**src/rtl/lut_config_loader.sv**
```systemverilog
// rtl/lut_config_loader.sv - serial config deserializer and comb_set sequencer for one lut
module lut_config_loader #(
  parameter int INPUTS     = 4,
  parameter int MEM_SIZE   = 2**INPUTS,
  parameter int SET_CYCLES = 1
) (
  input  logic                clk,
  input  logic                rst_n,
  input  logic                cfg_en,
  input  logic                cfg_bit,
  input  logic                cfg_valid,
  output logic                cfg_ready,
  output logic [MEM_SIZE-1:0] config_out,
  output logic                comb_set,
  output logic                done,
  output logic                scan_out
);

  localparam int CW = $clog2(MEM_SIZE + 1);
  localparam int SW = (SET_CYCLES > 1) ? $clog2(SET_CYCLES) : 1;

  typedef enum logic [1:0] {IDLE, SHIFT, COMMIT, DONE} state_t;

  state_t              state;
  logic [MEM_SIZE-1:0] sr;
  logic [CW-1:0]       cnt;
  logic [SW-1:0]       set_cnt;
  logic [MEM_SIZE-1:0] next_word;

  assign next_word = {sr[MEM_SIZE-2:0], cfg_bit};
  assign scan_out  = sr[MEM_SIZE-1];

  always_ff @(posedge clk or negedge rst_n) begin
    if (!rst_n) begin
      state      <= IDLE;
      sr         <= '0;
      cnt        <= '0;
      set_cnt    <= '0;
      config_out <= '0;
      cfg_ready  <= 1'b0;
      comb_set   <= 1'b0;
      done       <= 1'b0;
    end else begin
      case (state)
        IDLE: begin
          if (cfg_en) begin
            state     <= SHIFT;
            cnt       <= '0;
            cfg_ready <= 1'b1;
          end
        end
        SHIFT: begin
          // Abort wins over a same-edge accept so a partial word never reaches the lut.
          if (!cfg_en) begin
            state     <= IDLE;
            cnt       <= '0;
            cfg_ready <= 1'b0;
          end else if (cfg_valid) begin
            sr  <= next_word;
            cnt <= cnt + CW'(1);
            if (cnt == CW'(MEM_SIZE - 1)) begin
              config_out <= next_word;
              state      <= COMMIT;
              cfg_ready  <= 1'b0;
              comb_set   <= 1'b1;
              set_cnt    <= '0;
            end
          end
        end
        COMMIT: begin
          if (set_cnt == SW'(SET_CYCLES - 1)) begin
            comb_set <= 1'b0;
            if (cfg_en) begin
              state <= DONE;
              done  <= 1'b1;
            end else begin
              state <= IDLE;
            end
          end else begin
            set_cnt <= set_cnt + SW'(1);
          end
        end
        DONE: begin
          if (!cfg_en) begin
            state <= IDLE;
            done  <= 1'b0;
          end
        end
        default: state <= IDLE;
      endcase
    end
  end

endmodule

```
**config.mk**
```make
export PLATFORM = sky130hd
export DESIGN_NAME = lut_config_loader
export DESIGN_NICKNAME = d
export VERILOG_FILES = /design/src/rtl/lut_config_loader.sv
export SDC_FILE = /design/constraint.sdc
export NUM_CORES = 1
export LEC_CHECK = 0
export BUFFER_PORTS_ARGS = -buffer_cell sky130_fd_sc_hd__buf_2
export CAP_MARGIN = 10
export CORE_MARGIN = 4
export CORE_UTILIZATION = 55
export CTS_CLUSTER_DIAMETER = 100
export DETAILED_ROUTE_END_ITERATION = 8
export PLACE_DENSITY = 0.82
export SYNTH_ARGS = -nofsm -noshare
export SYNTH_HDL_FRONTEND = slang
export SYNTH_SLANG_ARGS = --single-unit
```
**constraint.sdc**
```tcl
create_clock -name clk -period 2.01 [get_ports clk]
set_input_delay 0.5025 -clock clk [delete_from_list [all_inputs] [get_ports clk]]
set_output_delay 0.5025 -clock clk [all_outputs]
set_load 0.02 [all_outputs]
```
== After elaboration in Yosys (flattened, before gate mapping) ==
Cells that the tools add are included.

* Add/subtract/negate cells: 2
* Eq/ne operators: 13
* Multiplexer cells: 28
* Reduce and logical (&&, ||, !) cells: 12

{| class="wikitable"
|+ Operator list
! cell !! count
|-
| 4-bit AND reduction || 4
|-
| 5-bit 2-to-1 mux || 3
|-
| 2-bit 2-to-1 mux || 7
|-
| 2-bit inequality test (second input constant) || 7
|-
| 1-bit 2-to-1 mux || 12
|-
| 5-bit one-hot mux with 2 select lines || 1
|-
| 5-bit AND reduction || 2
|-
| 1-bit one-hot mux with 2 select lines || 4
|-
| 2-bit one-hot mux with 4 select lines || 1
|-
| 3-bit inequality test (second input constant) || 2
|-
| 3-bit AND reduction || 2
|-
| 2-bit nonzero test || 3
|-
| 5-bit by 1-bit adder with 5-bit output (second input constant) || 1
|-
| 5-bit by 4-bit equality test with 1-bit output (second input constant) || 1
|-
| 2-bit equality test (second input constant) || 2
|-
| 2-bit by 1-bit equality test with 1-bit output (second input constant) || 1
|-
| 2-bit logical NOT || 1
|-
| 1-bit adder (second input constant) || 1
|}

* Register bits: 43
* Output and inout bits: 20
* Word-level logic and storage cells: 63

== Depth between registers and ports, before layout ==
* Word-level depth: 5
* Gate-level depth with buffers: 7
* Depth with buffers taken out: 6

== Worst setup path before layout ==
OpenSTA, ideal clock, no wires.

* Path type: register to register
* From: reg cnt[0]
* To: reg config_out[12]
* Setup time: 125 ps
* Data arrival time: 1634 ps
* Required time: 1885 ps
* Path slack: 251 ps
* Cell stages (with the launch flop): 8
* Period minus slack after synthesis: 1759 ps
* Cell sequence: dfrtp_1 > ha_1 > and3_1 > ha_1 > and3_1 > buf_6 > buf_6 > mux2_4

* Longest elaborated chain between the ends: 2

{| class="wikitable"
|+ Ends and longest elaborated chain
! what !! line !! source
|-
| from (decl) || 26 || <nowiki>logic [CW-1:0] cnt;</nowiki>
|-
| from (signal assigned) || 60 || <nowiki>cnt <= cnt + CW'(1);</nowiki>
|-
| 5-bit by 4-bit equality test with 1-bit output || 61 || <nowiki>if (cnt == CW'(MEM_SIZE - 1)) begin</nowiki>
|-
| 4-bit AND reduction (no line) || -- ||
|-
| to (signal assigned) || 62 || <nowiki>config_out <= next_word;</nowiki>
|-
| to (decl) || 13 || <nowiki>output logic [MEM_SIZE-1:0] config_out,</nowiki>
|}

No other way between the ends.
A chain may end at the register's enable or synchronous reset.

== Worst setup path after layout ==
* From: reg cnt[0]
* To: reg config_out[10]

The elaborated chain is that of the path after synthesis.

==> flow_metrics.tcl <==
set metrics [dict create \
    critical_path_class "flop to flop" \
    cp.required_ns 2.25 \
    period_minus_slack_ns 1.818 \
    core-area_um2 3053 \
    min_period_over_period 0.9046 \
    drt_first_pass_iters 4 \
    max_slew.worst_pin.slew_ns 0.4784 \
    synth_seq_cells 42 \
    slowest_stage "dfrtp_1" \
    dieArea_um2 4170 \
    final-hold-violation-count 0 \
    htreeDepth 2 \
    slew-limit-headroom 0.6777 \
    synth_area_um2 1760 \
    wirelength_mm 2.942 \
    pwr_density_cell_nw_per_um2 814.4 \
    min_path_type "input port to asynchronous set/reset pin" \
    final_common_cell "dfrtp_1" \
    fin_util 0.6643 \
    wl_per_cell_um 14.86 \
    place.gp.congestion 0.8759 \
    r2r_end "config_out[10]" \
    cpPeakStageDelay_ns 0.43 \
    drt_iter0_markers 20 \
    grt_pass1_wl_mm 5.333 \
    insertion_delay_ns 0.35 \
    rows 20 \
    whs_ns 0.06688 \
    drive_gt1_frac 0.4610 \
    power.leakage_nw 1.043 \
    cp_max_fo 17 \
    clkSinkCount 42 \
    tns_ns 0 \
    antennaDiodeCount 0 \
    ir_drop_mv 0.8744 \
    synthCells 122 \
    hpwl_mm 2.118 \
    drc 0 \
    cts-buffers-inserted 5 \
    final_cell_mix "dfrtp_1, mux2_2, buf_2" \
    seq_area_frac_synth 0.5970 \
    die_width_um 64.58 \
    synth.area.top_cells "dfrtp_1, mux2_2, mux2_4" \
    r2r_start "cnt[0]" \
    grt_pass1_vias 1145 \
    max_cap_violations 0 \
    fin_skew_ns 0.006609 \
    rrSetupSlack_ns 0.19 \
    io_buffer_count 24 \
    vias 1061 \
    cts_tree "done" \
    synthDistinctLibCells 26 \
    die_h_um 64.58 \
    cts.clk_slew.worst_paths_ns 0.12 \
    antenna_found_initial 0 \
    ff2ff_path_depth 6 \
    overflow 0 \
    track_usage 0.1705 \
    finish.net_count 160 \
    worstPathCellList "ha_1 -> and3_1 -> ha_1 -> and3_1 -> buf_12 -> mux2_2" \
    synth_largest_area_cell "dfrtp_1" \
    syn_to_final_growth_pct 15.21 \
    avgViaCountPerCell 5.359 \
    startpoint_type "flop" \
    grt_start_max_net_pins 21 \
    rsz0062_at_grt "false" \
    cts_resized 0 \
    crit_arrival_ns 2.06 \
    syn_avg_cell_area_um2 14.43 \
    synth_fp_nets 129 \
    final_antenna_net_count 0 \
    post_cts_buffers 0 \
    holdBufCountCts 0 \
    yosys.area.top_type_share 0.5970 \
    report.final.slew_viol_count 0 \
    cts_buffer_depth 2 \
    cts_root_buffer "clkbuf_4" \
    yosysWarnings 0 \
    setup_viol 0 \
    ios 25 \
    end_kind "flop" \
    status "finished clean" \
    max_freq_mhz 550.0 \
    initial_utilization 0.5766 \
]
-- final cells by class --
cell class	instances	area, um2
timing repair buffer	30	177.7
multi-input combinational	68	644.4
inverter	6	22.52
clock buffer	5	37.54
fill	256	1025
sequential	42	1051
clock inverter	3	40.04
tap	44	55.05
-- synthesized netlist by cell type (all sizes together) --
cell and count:
dfrtp 42, and3 2, xor2 1, inv 6
and3b 1, o31ai 1, mux2i 1, buf 4
nand2b 2, or4 1, a32o 4, o21ai 4
mux2 33, o22ai 3, ha 2, o31a 1
a21boi 1, a21oi 3, nand2 3, nand3 2
clkbuf 2, a22oi 1, nor2 2
-- state kept, by name, summed over array words and instances (netlist names) --
register and count:
cnt 5, cfg_ready 1, config_out 16, sr 16, done 1, state 2, comb_set 1
-- metrics by stage --
step	total power [W]	std cells	setup slack (ns)	area, um2
4_1_cts	0.001666	198	0.1925	2028
3_3_place_gp	0.001132	190	0.3122	1951
3_5_place_dp	0.001147	190	0.2189	1951
6_report	0.001652	198	0.1918	2028
2_1_floorplan	0.001082	122	0.2505	1760
5_1_grt	0.001734	198	0.09646	2028
-- how the worst max path moves through the flow --
| stage | slack (ns) | from | end | cells after the start |
|---|---|---|---|---|
| after floorplan | 0.25 | cnt[0] | config_out[12] | 7 |
| after global placement | 0.31 | cnt[0] | config_out[4] | 6 |
| after detailed placement | 0.22 | cnt[0] | config_out[7] | 6 |
| after CTS | 0.19 | cnt[0] | config_out[7] | 6 |
| after global routing | 0.1 | cnt[0] | config_out[7] | 6 |
| final | 0.19 | cnt[0] | config_out[10] | 6 |
-- metal layers --
metal / vias up / wire (um) / share of wire / track usage
li1: 496 / - / - / -
met2: 26 / 1393 / 0.47 / 0.2693
met4: 0 / 42 / 0.014 / 0.05805
met3: 5 / 164 / 0.056 / 0.07279
met5: - / 0 / 0 / 0
met1: 534 / 1342 / 0.46 / 0.2104
-- logic make-up (layout without fill, tap and decap cells) --
| logic type | count (synthesis) | count (layout) | synth area share |
|---|---|---|---|
| mux | 34 | 34 | 0.2360 |
| fa+ha+maj | 2 | 2 | 0.01421 |
| buf+inv | 12 | 44 | 0.03696 |
| xor+xnor | 1 | 1 | 0.004976 |
| simple gates | 13 | 13 | 0.03980 |
| flops | 42 | 42 | 0.5970 |
| compound gates | 18 | 18 | 0.07108 |
-- critical path, delay by kind of cell, from the launching register on --
family,cells,cell delay (ns)
buf+inv,1,0.17
flops,1,0.43
mux,1,0.35
simple gates,2,0.38
fa+ha+maj,2,0.38
-- power breakdown --
part	leakage, nW	switching [W]	internal, W	total, W
Combinational	0.437	0.0000649	0.0000806	0.000145
Clock	0.0450	0.000267	0.000258	0.000525
Sequential	0.562	0.0000584	0.000923	0.000982
Note: power is estimated with default switching activity, not from simulation.
